**src/rtl/rect_fill_engine_if.sv**
```systemverilog
// Pixel-write request/response bundle between a fill requester and rect_fill_engine.
// Latency: none (wires only).
// Backpressure: none; the requester watches busy/done and the adapter consumes one pixel per cycle.
// Signals: start/abort/x0/y0/w/h/fg_colour/bg_colour/mode go requester -> engine;
//          x/y/colour/plot/busy/done go engine -> requester/adapter.
interface rect_fill_engine_if #(
    parameter int X_W      = 9,
    parameter int Y_W      = 8,
    parameter int COLOUR_W = 3
);
    logic                start;
    logic                abort;
    logic [X_W-1:0]      x0;
    logic [Y_W-1:0]      y0;
    logic [X_W-1:0]      w;
    logic [Y_W-1:0]      h;
    logic [COLOUR_W-1:0] fg_colour;
    logic [COLOUR_W-1:0] bg_colour;
    logic [1:0]          mode;
    logic [X_W-1:0]      x;
    logic [Y_W-1:0]      y;
    logic [COLOUR_W-1:0] colour;
    logic                plot;
    logic                busy;
    logic                done;

    // Requester side: issues fills, observes pixels and status.
    modport master (
        output start, abort, x0, y0, w, h, fg_colour, bg_colour, mode,
        input  x, y, colour, plot, busy, done
    );

    // Engine side.
    modport slave (
        input  start, abort, x0, y0, w, h, fg_colour, bg_colour, mode,
        output x, y, colour, plot, busy, done
    );
endinterface

```
**src/rtl/rect_fill_engine.sv**
```systemverilog
// Raster-fill engine: walks a screen-clipped rectangle one pixel per cycle (solid/stripes/outline).
// Latency: first pixel the cycle after start is sampled; done pulses the cycle after the last pixel.
// Backpressure: none; start is ignored unless idle, abort cancels a fill without a done pulse.
// Ports: clock_i (rising edge), resetn_i (async active-low), bus (slave modport of rect_fill_engine_if).
module rect_fill_engine #(
    parameter int X_W      = 9,
    parameter int Y_W      = 8,
    parameter int COLOUR_W = 3,
    parameter int SCREEN_W = 320,
    parameter int SCREEN_H = 240,
    parameter int STRIPE_H = 4
) (
    input  logic                clock_i,
    input  logic                resetn_i,
    rect_fill_engine_if.slave   bus
);
    localparam int BAND_W = (STRIPE_H > 1) ? $clog2(STRIPE_H) : 1;
    localparam logic [X_W:0]    SW_EXT   = (X_W+1)'(SCREEN_W);
    localparam logic [Y_W:0]    SH_EXT   = (Y_W+1)'(SCREEN_H);
    localparam logic [BAND_W-1:0] BAND_LAST = BAND_W'(STRIPE_H - 1);

    typedef enum logic [1:0] {
        S_IDLE = 2'd0,
        S_FILL = 2'd1,
        S_DONE = 2'd2
    } state_t;

    state_t              state_q, state_d;
    logic [X_W-1:0]      x0_q, x0_d;
    logic [Y_W-1:0]      y0_q, y0_d;
    // Extents are kept one bit wider so ew-1 / eh-1 compares never wrap.
    logic [X_W:0]        ew_q, ew_d;
    logic [Y_W:0]        eh_q, eh_d;
    logic [X_W-1:0]      cx_q, cx_d;
    logic [Y_W-1:0]      cy_q, cy_d;
    logic [BAND_W-1:0]   band_q, band_d;   // row within the current stripe band
    logic                odd_q, odd_d;     // current band uses bg colour
    logic [COLOUR_W-1:0] fg_q, fg_d;
    logic [COLOUR_W-1:0] bg_q, bg_d;
    logic                stripe_q, stripe_d;
    logic                outline_q, outline_d;
    logic [X_W-1:0]      x_q, x_d;
    logic [Y_W-1:0]      y_q, y_d;
    logic [COLOUR_W-1:0] colour_q, colour_d;
    logic                plot_q, plot_d;
    logic                busy_q, busy_d;
    logic                done_q, done_d;

    // Clipped extents of the incoming request (only meaningful in IDLE).
    logic [X_W:0] x0_ext, x_room, w_ext, ew_c;
    logic [Y_W:0] y0_ext, y_room, h_ext, eh_c;

    assign x0_ext = {1'b0, bus.x0};
    assign y0_ext = {1'b0, bus.y0};
    assign w_ext  = {1'b0, bus.w};
    assign h_ext  = {1'b0, bus.h};
    assign x_room = SW_EXT - x0_ext;
    assign y_room = SH_EXT - y0_ext;

    always_comb begin
        ew_c = '0;
        if (x0_ext < SW_EXT) begin
            ew_c = (w_ext < x_room) ? w_ext : x_room;
        end
        eh_c = '0;
        if (y0_ext < SH_EXT) begin
            eh_c = (h_ext < y_room) ? h_ext : y_room;
        end
    end

    logic last_col, last_row, edge_px;

    always_comb begin
        state_d   = state_q;
        x0_d      = x0_q;
        y0_d      = y0_q;
        ew_d      = ew_q;
        eh_d      = eh_q;
        cx_d      = cx_q;
        cy_d      = cy_q;
        band_d    = band_q;
        odd_d     = odd_q;
        fg_d      = fg_q;
        bg_d      = bg_q;
        stripe_d  = stripe_q;
        outline_d = outline_q;
        x_d       = x_q;
        y_d       = y_q;
        colour_d  = colour_q;
        plot_d    = 1'b0;
        busy_d    = 1'b0;
        done_d    = 1'b0;
        last_col  = ({1'b0, cx_q} == ew_q - 1'b1);
        last_row  = ({1'b0, cy_q} == eh_q - 1'b1);
        edge_px   = 1'b0;

        unique case (state_q)
            S_IDLE: begin
                if (bus.start) begin
                    x0_d      = bus.x0;
                    y0_d      = bus.y0;
                    ew_d      = ew_c;
                    eh_d      = eh_c;
                    fg_d      = bus.fg_colour;
                    bg_d      = bus.bg_colour;
                    stripe_d  = (bus.mode == 2'b01);
                    outline_d = (bus.mode == 2'b10);
                    cx_d      = '0;
                    cy_d      = '0;
                    band_d    = '0;
                    odd_d     = 1'b0;
                    if (ew_c == '0 || eh_c == '0) begin
                        state_d = S_DONE;
                        done_d  = 1'b1;
                    end else begin
                        // Pixel (0,0) is a corner and in an even band: always plotted in fg.
                        state_d  = S_FILL;
                        busy_d   = 1'b1;
                        plot_d   = 1'b1;
                        x_d      = bus.x0;
                        y_d      = bus.y0;
                        colour_d = bus.fg_colour;
                    end
                end
            end
            S_FILL: begin
                // cx_q/cy_q name the pixel currently on the outputs.
                if (bus.abort) begin
                    state_d = S_IDLE;
                end else if (last_col && last_row) begin
                    state_d = S_DONE;
                    done_d  = 1'b1;
                end else begin
                    busy_d = 1'b1;
                    if (last_col) begin
                        cx_d = '0;
                        cy_d = cy_q + 1'b1;
                        if (band_q == BAND_LAST) begin
                            band_d = '0;
                            odd_d  = ~odd_q;
                        end else begin
                            band_d = band_q + 1'b1;
                        end
                    end else begin
                        cx_d = cx_q + 1'b1;
                    end
                    edge_px  = (cx_d == '0) || ({1'b0, cx_d} == ew_q - 1'b1) ||
                               (cy_d == '0) || ({1'b0, cy_d} == eh_q - 1'b1);
                    plot_d   = outline_q ? edge_px : 1'b1;
                    colour_d = (stripe_q && odd_d) ? bg_q : fg_q;
                    x_d      = x0_q + cx_d;
                    y_d      = y0_q + cy_d;
                end
            end
            S_DONE: begin
                state_d = S_IDLE;
            end
            default: begin
                state_d = S_IDLE;
            end
        endcase
    end

    always_ff @(posedge clock_i or negedge resetn_i) begin
        if (!resetn_i) begin
            state_q   <= S_IDLE;
            x0_q      <= '0;
            y0_q      <= '0;
            ew_q      <= '0;
            eh_q      <= '0;
            cx_q      <= '0;
            cy_q      <= '0;
            band_q    <= '0;
            odd_q     <= 1'b0;
            fg_q      <= '0;
            bg_q      <= '0;
            stripe_q  <= 1'b0;
            outline_q <= 1'b0;
            x_q       <= '0;
            y_q       <= '0;
            colour_q  <= '0;
            plot_q    <= 1'b0;
            busy_q    <= 1'b0;
            done_q    <= 1'b0;
        end else begin
            state_q   <= state_d;
            x0_q      <= x0_d;
            y0_q      <= y0_d;
            ew_q      <= ew_d;
            eh_q      <= eh_d;
            cx_q      <= cx_d;
            cy_q      <= cy_d;
            band_q    <= band_d;
            odd_q     <= odd_d;
            fg_q      <= fg_d;
            bg_q      <= bg_d;
            stripe_q  <= stripe_d;
            outline_q <= outline_d;
            x_q       <= x_d;
            y_q       <= y_d;
            colour_q  <= colour_d;
            plot_q    <= plot_d;
            busy_q    <= busy_d;
            done_q    <= done_d;
        end
    end

    assign bus.x      = x_q;
    assign bus.y      = y_q;
    assign bus.colour = colour_q;
    assign bus.plot   = plot_q;
    assign bus.busy   = busy_q;
    assign bus.done   = done_q;
endmodule

```
**src/flat_wrapper.sv**
```systemverilog
// flat-port wrapper written by rule: the top's interface ports become plain ports
module rect_fill_engine_flat 
#(
    parameter int X_W      = 9,
    parameter int Y_W      = 8,
    parameter int COLOUR_W = 3,
    parameter int SCREEN_W = 320,
    parameter int SCREEN_H = 240,
    parameter int STRIPE_H = 4
)
  (clock_i, resetn_i, bus_start, bus_abort, bus_x0, bus_y0, bus_w, bus_h, bus_fg_colour, bus_bg_colour, bus_mode, bus_x, bus_y, bus_colour, bus_plot, bus_busy, bus_done);
  rect_fill_engine_if #(.X_W(X_W), .Y_W(Y_W), .COLOUR_W(COLOUR_W)) bus_i ();
  input  logic clock_i;
  input  logic resetn_i;
  input wire logic [$bits(bus_i.start)-1:0] bus_start;
  input wire logic [$bits(bus_i.abort)-1:0] bus_abort;
  input wire logic [$bits(bus_i.x0)-1:0] bus_x0;
  input wire logic [$bits(bus_i.y0)-1:0] bus_y0;
  input wire logic [$bits(bus_i.w)-1:0] bus_w;
  input wire logic [$bits(bus_i.h)-1:0] bus_h;
  input wire logic [$bits(bus_i.fg_colour)-1:0] bus_fg_colour;
  input wire logic [$bits(bus_i.bg_colour)-1:0] bus_bg_colour;
  input wire logic [$bits(bus_i.mode)-1:0] bus_mode;
  output wire logic [$bits(bus_i.x)-1:0] bus_x;
  output wire logic [$bits(bus_i.y)-1:0] bus_y;
  output wire logic [$bits(bus_i.colour)-1:0] bus_colour;
  output wire logic [$bits(bus_i.plot)-1:0] bus_plot;
  output wire logic [$bits(bus_i.busy)-1:0] bus_busy;
  output wire logic [$bits(bus_i.done)-1:0] bus_done;
  assign bus_i.start = bus_start;
  assign bus_i.abort = bus_abort;
  assign bus_i.x0 = bus_x0;
  assign bus_i.y0 = bus_y0;
  assign bus_i.w = bus_w;
  assign bus_i.h = bus_h;
  assign bus_i.fg_colour = bus_fg_colour;
  assign bus_i.bg_colour = bus_bg_colour;
  assign bus_i.mode = bus_mode;
  assign bus_x = bus_i.x;
  assign bus_y = bus_i.y;
  assign bus_colour = bus_i.colour;
  assign bus_plot = bus_i.plot;
  assign bus_busy = bus_i.busy;
  assign bus_done = bus_i.done;
  rect_fill_engine #(.X_W(X_W), .Y_W(Y_W), .COLOUR_W(COLOUR_W), .SCREEN_W(SCREEN_W), .SCREEN_H(SCREEN_H), .STRIPE_H(STRIPE_H)) u_core (.clock_i(clock_i), .resetn_i(resetn_i), .bus(bus_i));
endmodule
```
**config.mk**
```make
export PLATFORM = sky130hd
export DESIGN_NAME = rect_fill_engine_flat
export DESIGN_NICKNAME = d
export VERILOG_FILES = /design/src/rtl/rect_fill_engine_if.sv /design/src/rtl/rect_fill_engine.sv /design/src/flat_wrapper.sv
export SDC_FILE = /design/constraint.sdc
export NUM_CORES = 1
export LEC_CHECK = 0
export BUFFER_PORTS_ARGS = -buffer_cell sky130_fd_sc_hd__buf_2
export CAP_MARGIN = 20
export CORE_MARGIN = 4
export CORE_UTILIZATION = 65
export DETAILED_ROUTE_END_ITERATION = 8
export PLACE_DENSITY = 0.87
export SLEW_MARGIN = 20
export SYNTH_ARGS = -nofsm -noshare
export SYNTH_HDL_FRONTEND = slang
export SYNTH_SLANG_ARGS = --single-unit
```
**constraint.sdc**
```tcl
create_clock -name clock_i -period 6.6 [get_ports clock_i]
set_clock_uncertainty 0.1 [all_clocks]
set_input_delay 0.99 -clock clock_i [delete_from_list [all_inputs] [get_ports clock_i]]
set_output_delay 0.99 -clock clock_i [all_outputs]
set_load 0.02 [all_outputs]
```
# Yosys cells after proc, flatten, opt, wreduce, memory -nomap -nowiden
# Cells that the tools add are included.
[totals]
register_bits = 89
latch_bits = 0
mem_bits_rw = 0
rom_bits = 0
inputBits = 46
out_inout_bits = 23
elab_cells = 134
mem_count = 0
[op_classes]
addsub = 9
multipliers = 0
div_mod_pow = 0
order_cmp = 4
n_eq_ne = 14
n_shift = 0
mux = 70
bitwise_logic = 1
reduce_logical = 17
[op_table]
columns = ["op", "count"]
rows = [
  ["9-bit two-way mux", 13],
  ["8-bit two-way mux", 11],
  ["9-bit case mux with 2 select lines", 2],
  ["8-bit case mux with 2 select lines", 2],
  ["9-bit by 10-bit equality test with 1-bit output", 2],
  ["10-bit two-way mux", 2],
  ["1-bit two-way mux", 19],
  ["8-bit by 9-bit equality test with 1-bit output", 2],
  ["9-bit logical NOT", 2],
  ["2-bit two-way mux", 9],
  ["3-bit two-way mux", 5],
  ["10-bit logical NOT", 1],
  ["9-bit by 10-bit < comparator with 1-bit output", 1],
  ["5-bit AND reduction", 2],
  ["10-bit by 1-bit subtractor with 10-bit output, second input constant", 1],
  ["9-bit by 9-bit subtractor with 10-bit output, first input constant", 1],
  ["9-bit by 1-bit adder with 9-bit output, second input constant", 1],
  ["9-bit adder", 1],
  ["8-bit by 9-bit < comparator with 1-bit output", 1],
  ["9-bit < comparator, second input constant", 1],
  ["8-bit by 8-bit subtractor with 9-bit output, first input constant", 1],
  ["9-bit by 1-bit subtractor with 9-bit output, second input constant", 1],
  ["8-bit by 1-bit adder with 8-bit output, second input constant", 1],
  ["8-bit adder", 1],
  ["18 further kinds", 32],
]

# Logic depth before layout (Yosys ltp)
# Gate-level depths: netlist (run 1).
[depth]
ltp_word = 14
mapped_depth = 22
mapped_depth_nobuf = 19

# Worst setup path before layout (run 1)
# OpenSTA, ideal clock, no wires.
[synth_path]
kind = "input to register"
startpoint = "input port bus_y0[2]"
endpoint = "register u_core.colour_q[0] (netlist: u_core.bus.colour[0])"
setup_ns = 0.125
arrival_time_ns = 4.406
t_required_ns = 6.375
slack_ns = 1.969
stages = 16
n_path_buf = 3
cell_sequence = "clkbuf_1 > or4_1 > nand4_1 > xnor2_1 > ha_1 > nand3_1 > o22ai_1 > nor2_1 > o31a_1 > buf_2 > nor2_1 > nor4_1 > o311a_1 > o31ai_2 > buf_6 > mux2_4"
[synth_between]
elab_chain_cells = 8
elab_cells_between_ends = 9
classes_between = "1 x add/sub; 2 x order compare; 1 x eq/ne; 2 x mux; 3 x reduce/logical"
[synth_lines]
columns = ["item", "line_no", "text"]
rows = [
  ["start, declared", "flat_wrapper.sv:18", "input wire logic [$bits(bus_i.y0)-1:0] bus_y0;"],
  ["8-bit by 8-bit subtractor with 9-bit output", "rect_fill_engine.sv:58", "assign y_room = SH_EXT - y0_ext;"],
  ["8-bit by 9-bit < comparator with 1-bit output", "rect_fill_engine.sv:67", "eh_c = (h_ext < y_room) ? h_ext : y_room;"],
  ["9-bit two-way mux", "rect_fill_engine.sv:67", ""],
  ["9-bit two-way mux *", "rect_fill_engine.sv:66", "if (y0_ext < SH_EXT) begin"],
  ["9-bit logical NOT *", "rect_fill_engine.sv:112", "if (ew_c == '0 || eh_c == '0) begin"],
  ["1-bit logical OR *", "rect_fill_engine.sv:112", ""],
  ["2-bit != test (no line) *", "--", ""],
  ["5-bit AND reduction (no line) *", "--", ""],
  ["end signal, assigned", "rect_fill_engine.sv:201", "colour_q <= colour_d;"],
  ["end, declared", "rect_fill_engine.sv:44", "logic [COLOUR_W-1:0] colour_q, colour_d;"],
]
# Every way passes the cells marked *; elsewhere a longest branch is shown, timed or not.
# A chain may end at the register's enable or synchronous reset.

# Worst setup path after layout (run 1)
[layout_path]
startpoint = "register u_core.ew_q[0]"
endpoint = "register u_core.y_q[7] (netlist: u_core.bus.y[7])"
[layout_between]
elab_chain_cells = 10
elab_cells_between_ends = 13
classes_between = "2 x add/sub; 2 x eq/ne; 7 x mux; 2 x reduce/logical"
[layout_lines]
columns = ["item", "line_no", "text"]
rows = [
  ["start, declared", "rect_fill_engine.sv:32", "logic [X_W:0] ew_q, ew_d;"],
  ["start signal, assigned", "rect_fill_engine.sv:189", "ew_q <= ew_d;"],
  ["10-bit by 1-bit subtractor with 10-bit output *", "rect_fill_engine.sv:93", "last_col = ({1'b0, cx_q} == ew_q - 1'b1);"],
  ["9-bit by 10-bit equality test with 1-bit output *", "rect_fill_engine.sv:93", ""],
  ["8-bit two-way mux", "rect_fill_engine.sv:135", "if (last_col) begin"],
  ["8-bit two-way mux", "rect_fill_engine.sv:130", "end else if (last_col && last_row) begin"],
  ["8-bit two-way mux", "rect_fill_engine.sv:128", "if (bus.abort) begin"],
  ["8-bit two-way mux", "rect_fill_engine.sv:97", "unique case (state_q)"],
  ["8-bit adder", "rect_fill_engine.sv:152", "y_d = y0_q + cy_d;"],
  ["8-bit two-way mux", "rect_fill_engine.sv:130", ""],
  ["8-bit two-way mux", "rect_fill_engine.sv:128", ""],
  ["8-bit case mux with 2 select lines", "rect_fill_engine.sv:97", ""],
  ["end signal, assigned", "rect_fill_engine.sv:200", "y_q <= y_d;"],
  ["end, declared", "rect_fill_engine.sv:43", "logic [Y_W-1:0] y_q, y_d;"],
]
# Every way passes the cells marked *; elsewhere a longest branch is shown, timed or not. The select of a mux whose other input is x is not followed.

==> flow_summary.yaml, run 1 <==
outcome:
  status: "completed"
pwr:
  clock_power_share: 0.177
  power.sequential.fraction: 0.365
  power.static_leakage_uw: 0.003520
  combinationalPowerShare: 0.458
  netSwitchingFraction: 0.4181
  switchingPower_uw: 938.6
  vdd_drop_max_mv: 0.2262
  power_density_mw_per_mm2: 298.8
  intPower_uw: 1307
cts:
  cts_made_buffers: 9
  cts_post_setup_buffers_inserted: 0
  ctsHtreeMaxLevel: 3
  tritoncts: "yes"
  clock_latency_ps: 390
  cts_buffer_depth: 2
  clkTransAtPathRegs_ps: 90
  clock_root_cell: "clkbuf_8"
  cts-hold-fix-buffers: 0
  post_cts_resized: 0
  cts.sink_count: 89
synth:
  synth_async_sr_flop_share: 1.000
  synth.net_count: 907
  synth_sequential_area_ratio: 0.3200
  post_synth_instance_area_mm2: 0.006960
  synth_area_per_cell_um2: 8.457
  synth-warning-count: 0
  synth_edf_count: 0
  yosys_most_used_dff: "dfrtp_1"
  synth.lib_cells_used.distinct: 79
  synth-seq-cells: 89
  syn_inst: 823
die:
  fp.dieArea_mm2: 0.01243
  die_h_um: 111.5
  core-area_mm2: 0.01037
  die_span_in_x_um: 111.5
  num_rows: 37
  floorplan.io_pins: 69
  initial_core_utilization: 0.6712
finish:
  antenna_cells_inserted: 0
  area_delta_synth_final_pct: 7.945
  multi_input_comb_area_mm2: 0.004419
  register_area_mm2: 0.002227
  finish.net_count: 944
  num-fill-cells: 817
  fin_area_mm2: 0.007513
  final_layout_size_suffix_gt1_frac: 0.1574
worst_setup_path:
  cpLargestDelayFamily: "compound AO/OA/AOI/OAI gates"
  timing.critical_path.from_type: "flip-flop"
  crit_path_max_fanout: 26
  crit_path_top_delay_cell: "o211a_1"
  critical_path_required_ps: 6770
  setup.worst_path.end_class: "flip-flop"
  worst_setup_path_category: "reg -> reg"
  path_buf_inv: 1
  cp_slowest_stage_delay_ps: 710
  worst-endpoint-arrival_ps: 5400
  worstPathCellList: "inv_1, ha_1, nor3b_4, a21oi_1, or4_4, nor3_4, o211a_1, nand2_1, xnor2_1, ha_1, a21oi_1, o21bai_1, a21oi_1, o21ai_0, xnor2_1, xnor2_1, o21ai_1, mux2_4"
placement:
  place.gp.congestion: 0.9555
  dpl-instance-area_mm2: 0.007317
  io_buffers: 68
  place.detailed.hpwl_mm: 13.77
timing:
  timing.slew.headroom: 0.3574
  layout_min_cycle_time_ps: 5229
  tightestPinTransition_ps: 961.1
  timing.final.max_slew_violations: 0
  min_period_over_period: 0.7922
  fmax_mhz: 191.3
  setup_viol_count_final: 0
  hold_violations: 0
  rsz0062_at_grt: "false"
  final.setup.tns_ps: 0
  timing.hold.ws_ps: 382.3
global_routing:
  grt.total_usage: 0.3054
  global_route.overflow_total: 0
  pin_count_of_the_biggest_net_entering_global_routing: 60
  grt_antenna_before_repair: 0
  vias_in_the_first_global_route: 6184
  wire_length_of_the_first_global_routing_pass_mm: 30.88
drt:
  drt_pass1_iterations: 7
  route.antenna.remaining_nets: 0
  routed_length_per_instance_um: 18.89
  post-route-drc-count: 0
  detail_route.vias_per_cell: 6.331
  via_count: 6331
  route.final.wire_length_mm: 18.89
  detailedRoute.firstIterationViolations: 540
hold_path:
  hold_path_class: "reg -> reg"
run:
  max_cap_violations: 0
## logic make-up after synthesis
family                   Yosys count  synth area share
AND/OR/NAND/NOR                  324            0.2265
multiplexers                      38           0.06957
flip-flops                        89            0.3200
buffers and inverters             79           0.04674
AO/OA/AOI/OAI                    184            0.1744
XOR/XNOR                          71           0.09240
adder cells (fa/ha/maj)           38           0.07047
## stage by stage
step                cells  power [µW]  setup slack (ps)  utilization
floorplan             823        1560              1969            -
global placement      985        1785              1519       0.7056
detailed placement    985        1830              1418       0.7056
CTS                  1000        2230              1457       0.7245
global route         1000        2382             971.9       0.7245
finish               1000        2245              1371       0.7245
## Yosys cell counts, types with 17 or more instances
cell,instances,area (µm²)
nand2_1,163,611.8
dfrtp_1,89,2227
o21ai_0,72,360.4
xnor2_1,47,411.6
nor2_1,45,168.9
ha_1,36,450.4
inv_1,32,120.1
clkbuf_1,31,116.4
a21oi_1,25,125.1
xor2_1,22,192.7
o31ai_1,20,150.1
mux2_4,19,285.3
nand3_1,19,95.09
nor3_1,17,85.08
## final cells by class
type	count	area share
timing repair buffer	73	0.05062
clock inverter	2	0.004996
clock buffer	13	0.02115
multi-input combinational	655	0.5882
inverter	32	0.01599
tap	136	0.02265
sequential	89	0.2964
## tightest hold or removal path, stage by stage (launching register included)
cell and delay (ps):
dfrtp_1 350, nand2_1 50, nand2_1 60
## cell usage in the layout (no fill, tap or decap), drive strengths merged, types with 3 or more instances in the layout
| cell | instances |
|---|---|
| o21ai | 75 |
| nor2b | 12 |
| mux2i | 12 |
| and3 | 5 |
| a211oi | 4 |
| mux2 | 26 |
| o22ai | 9 |
| o21a | 3 |
| o2111ai | 4 |
| ha | 36 |
| or2 | 5 |
| inv | 32 |
| o31ai | 21 |
| nor4 | 11 |
| a21oi | 26 |
| o211ai | 5 |
| and2 | 5 |
| o211a | 4 |
| o21bai | 3 |
| buf | 73 |
| dfrtp | 89 |
| clkbuf | 13 |
| nand3b | 5 |
| xor2 | 22 |
| nand3 | 19 |
| o31a | 3 |
| a21o | 5 |
| nand4 | 9 |
| nor2 | 46 |
| nor3 | 19 |
| nand2b | 8 |
| nor3b | 3 |
| or4 | 8 |
| nand2 | 164 |
| o221ai | 3 |
| xnor2 | 48 |
## state kept, by name (all words and copies together), names as in the netlist, 8 cells and up
| register | flops |
|---|---|
| u_core.cx_q | 9 |
| u_core.cy_q | 8 |
| u_core.y0_q | 8 |
| u_core.eh_q | 9 |
| u_core.ew_q | 10 |
| u_core.bus.y | 8 |
| u_core.bus.x | 9 |
| u_core.x0_q | 9 |
## per-layer routing
| metal | global-route usage | vias up | share of wire |
|---|---|---|---|
| met2 | 0.4889 | 272 | 0.47 |
| li1 | - | 2956 | - |
| met1 | 0.4247 | 3077 | 0.44 |
| met5 | 0 | - | 0 |
| met3 | 0.06033 | 26 | 0.078 |
| met4 | 0.08597 | 0 | 0.012 |
## worst paths after layout
kind	startpoint	to	slack (ps)	cells after the start
worst max-delay path	u_core.ew_q[0]	u_core.bus.y[7]	1370	18
worst min-delay path	u_core.bg_q[1]	u_core.bg_q[1]	380	2
worst max register to register	u_core.ew_q[0]	u_core.bus.y[7]	1370	18
worst min register to register	u_core.bg_q[1]	u_core.bg_q[1]	380	2
max in group asynchronous	resetn_i	u_core.bus.y[4]	4870	2
min in group asynchronous	resetn_i	u_core.cy_q[6]	420	1
## power groups by stage
| stage | Clock (µW) | Sequential [µW] | Combinational, µW |
|---|---|---|---|
| finish | 398 | 819 | 1030 |
| global route | 422 | 837 | 1120 |
| CTS | 398 | 814 | 1020 |
| detailed placement | 0 | 821 | 1010 |
| global placement | 0 | 813 | 972 |
| floorplan | 0 | 845 | 715 |
No activity file was read; power rests on OpenSTA's default activity.
==> run 2: changes to the inputs <==
--- a/config.mk
+++ b/config.mk
@@ -5,12 +5,13 @@
 export SDC_FILE = /design/constraint.sdc
 export NUM_CORES = 1
 export LEC_CHECK = 0
+export ABC_AREA = 1
 export BUFFER_PORTS_ARGS = -buffer_cell sky130_fd_sc_hd__buf_2
 export CAP_MARGIN = 20
 export CORE_MARGIN = 4
-export CORE_UTILIZATION = 65
+export CORE_UTILIZATION = 61
 export DETAILED_ROUTE_END_ITERATION = 8
-export PLACE_DENSITY = 0.87
+export PLACE_DENSITY = 0.82
 export SLEW_MARGIN = 20
 export SYNTH_ARGS = -nofsm -noshare
 export SYNTH_HDL_FRONTEND = slang
==> constraint.sdc (replaced) <==
create_clock -name clock_i -period 5.5 [get_ports clock_i]
set_clock_uncertainty 0.1 [all_clocks]
set_input_delay 0.825 -clock clock_i [delete_from_list [all_inputs] [get_ports clock_i]]
set_output_delay 0.825 -clock clock_i [all_outputs]
set_load 0.02 [all_outputs]
==> run 2 against run 1 <==
  * Sequential power up 34%
  * Critical endpoint unchanged
  * Global-route usage fell by 2.3 points
  * Worst hold slack worse by 67 ps
  * Area after synthesis shrank 0.20%
  * Sequential share of layout area shrank 0.59 points
==> flow_summary.yaml, run 2 <==
drt:
  via_count: 6680
  routed_length_per_instance_um: 14.33
  drt_pass1_iterations: 5
  detail_route.vias_per_cell: 5.458
  post-route-drc-count: 0
  route.final.wire_length_mm: 17.54
  route.antenna.remaining_nets: 0
  detailedRoute.firstIterationViolations: 532
worst_setup_path:
  cpLargestDelayFamily: "simple AND/OR/NAND/NOR gates"
  cp_slowest_stage_delay_ps: 420
  crit_path_top_delay_cell: "dfrtp_1"
  worst-endpoint-arrival_ps: 4560
  path_buf_inv: 5
  setup.worst_path.end_class: "flip-flop"
  critical_path_required_ps: 5700
  crit_path_max_fanout: 29
  timing.critical_path.mode_cell: "nand2_1"
  timing.critical_path.from_type: "flip-flop"
  worst_setup_path_category: "reg -> reg"
synth:
  synth.lib_cells_used.distinct: 42
  synth_common_cells: "358 x nand2_1, 141 x inv_1, 89 x dfrtp_1"
  synth_top_family_by_area: "simple AND/OR/NAND/NOR gates"
  synth_edf_count: 0
  synth_simple_gate_area_share: 0.3467
  yosys_most_used_dff: "dfrtp_1"
  post-synth-top-count-cell: "nand2_1"
  synth_area_leaders: "dfrtp_1 32%, nand2_1 19%, inv_1 7.6%, ha_1 6.5%, nand3_1 6.3%"
  netlist.top_cell.by_area: "dfrtp_1"
  synth_mux_area_frac: 0
  post_synth_instance_area_mm2: 0.006947
  fraction_of_the_mapped_netlist_area_in_adder_cells: 0.07061
  synth_xor_xnor_area_share: 0.05890
  synth_sequential_area_ratio: 0.3206
  synth-seq-cells: 89
  synth-warning-count: 0
  synth_async_sr_flop_share: 1.000
  synth_area_per_cell_um2: 6.797
  syn_inst: 1022
  synth_compound_area_frac: 0.1005
  synth_top_area_frac: 0.3206
  synth.net_count: 1106
cts:
  clock_latency_ps: 360
  clock_root_cell: "clkbuf_16"
  ctsHtreeMaxLevel: 3
  cts_made_buffers: 9
  cts.sink_count: 89
  clkTransAtPathRegs_ps: 70
  cts-hold-fix-buffers: 0
  cts_buffer_depth: 2
  cts_post_setup_buffers_inserted: 0
  tritoncts: "yes"
  post_cts_resized: 0
finish:
  multi_input_comb_area_mm2: 0.004014
  finish.net_count: 1163
  fin_area_mm2: 0.007666
  final_layout_size_suffix_gt1_frac: 0.1218
  most_common_cell_after_layout_fill_and_taps_aside: "nand2_1"
  top_register: "u_core.ew_q"
  largest_register_ffs: 10
  area_delta_synth_final_pct: 10.36
  num-fill-cells: 961
  antenna_cells_inserted: 0
  most_used_cells_in_the_layout_excluding_fill_and_tap_cells: "357 x nand2_1, 141 x inv_1, 89 x dfrtp_1"
  register_area_mm2: 0.002227
global_routing:
  wire_length_of_the_first_global_routing_pass_mm: 29.71
  gr-max-usage-layer: "met1"
  global_route.usage.met2: 0.4137
  global_route.usage.met1: 0.4250
  global_route.usage.met3: 0.03964
  grt.total_usage: 0.2820
  vias_in_the_first_global_route: 6135
  pin_count_of_the_biggest_net_entering_global_routing: 71
  grt_antenna_before_repair: 0
  global_route.overflow_total: 0
die:
  core-area_mm2: 0.01098
  die_h_um: 114.7
  die_span_in_x_um: 114.7
  fp.dieArea_mm2: 0.01316
  initial_core_utilization: 0.6325
  num_rows: 38
  floorplan.io_pins: 69
timing:
  hold_violations: 0
  tightestPinTransition_ps: 754.3
  layout_min_cycle_time_ps: 4367
  setup_viol_count_final: 0
  timing.final.max_slew_violations: 0
  final.setup.tns_ps: 0
  timing.slew.headroom: 0.4959
  rsz0062_at_grt: "false"
  min_period_over_period: 0.7941
  fmax_mhz: 229.0
pwr:
  power.sequential.fraction: 0.283
  combinationalPowerShare: 0.538
  netSwitchingFraction: 0.4824
  clock_power_share: 0.179
  power_density_mw_per_mm2: 509.7
  intPower_uw: 2023
  vdd_drop_max_mv: 0.3247
  power.static_leakage_uw: 0.004345
  switchingPower_uw: 1885
hold_path:
  hold_path_class: "in -> async"
placement:
  io_buffers: 68
  dpl-instance-area_mm2: 0.007328
  place.gp.congestion: 0.9450
  place.detailed.hpwl_mm: 13.22
run:
  max_cap_violations: 0
outcome:
  status: "completed"
run 2: cell types whose count changed in the layout (fill, tap and decap cells not counted), sizes merged, moves of 11 or more:
cell	delta
nand2	+206
inv	+116
nand3	+71
xnor2	-40
mux2	-26
nor2	+23
o31ai	-19
xor2	+14
mux2i	-12
nor2b	-12
nor3	-11
run 2: path summary, 6_finish.rpt:
path	startpoint	to	slack, ps	cells past startpoint
max	u_core.ew_q[0]	u_core.bus.y[7]	1130	33
min	resetn_i	u_core.x0_q[0]	320	1
max reg2reg	u_core.ew_q[0]	u_core.bus.y[7]	1130	33
min reg2reg	u_core.bus.y[2]	u_core.bus.y[2]	370	2
max in group asynchronous	resetn_i	u_core.bg_q[1]	3910	2
min in group clock_i	u_core.bus.y[2]	u_core.bus.y[2]	370	2
run 2: through the flow:
step                std cells  total power (µW)  hold slack (ps)    util  setup WS, ps
finish                   1224              3908            315.1  0.6980          1133
global route             1224              4263            351.4  0.6980         635.5
CTS                      1224              3897            332.5  0.6975          1157
detailed placement       1208              3175            354.2  0.6672         832.1
global placement         1208              3140            351.0  0.6672         852.7
floorplan                1022              2673            352.0       -          1814
run 2: power by group through the flow:
stage	Sequential, µW	Combinational (µW)	Clock [µW]
floorplan	1150	1520	0
global placement	1100	2040	0
detailed placement	1100	2070	0
CTS	1100	2090	708
global route	1140	2390	736
finish	1100	2100	701
run 2: area by class of cell:
type / count / area share
clock buffer: 9 / 0.02938
clock inverter: 7 / 0.01404
inverter: 147 / 0.07198
multi-input combinational: 761 / 0.5236
sequential: 89 / 0.2905
tap: 140 / 0.02285
timing repair buffer: 71 / 0.04766
run 2: worst reg2reg max path, delay by kind of cell, from the launching register on:
family	cells	cell delay, ps
and+or+nand+nor	22	2160
adders and majority gates	2	640
AOI/OAI and AO/OA	4	550
buffers and inverters	5	460
DFF	1	420
run 2: cell families after synthesis:
family	Yosys count
adders and majority gates	38
AOI/OAI and AO/OA	116
and+or+nand+nor	562
buffers and inverters	172
DFF	89
xor gates and xnor gates	45
run 2: per-layer routing:
| layer | share of wire | routed length, µm |
|---|---|---|
| met1 | 0.48 | 8424 |
| met2 | 0.43 | 7546 |
| met3 | 0.067 | 1170 |
| met4 | 0.023 | 400 |
| met5 | 0 | 0 |
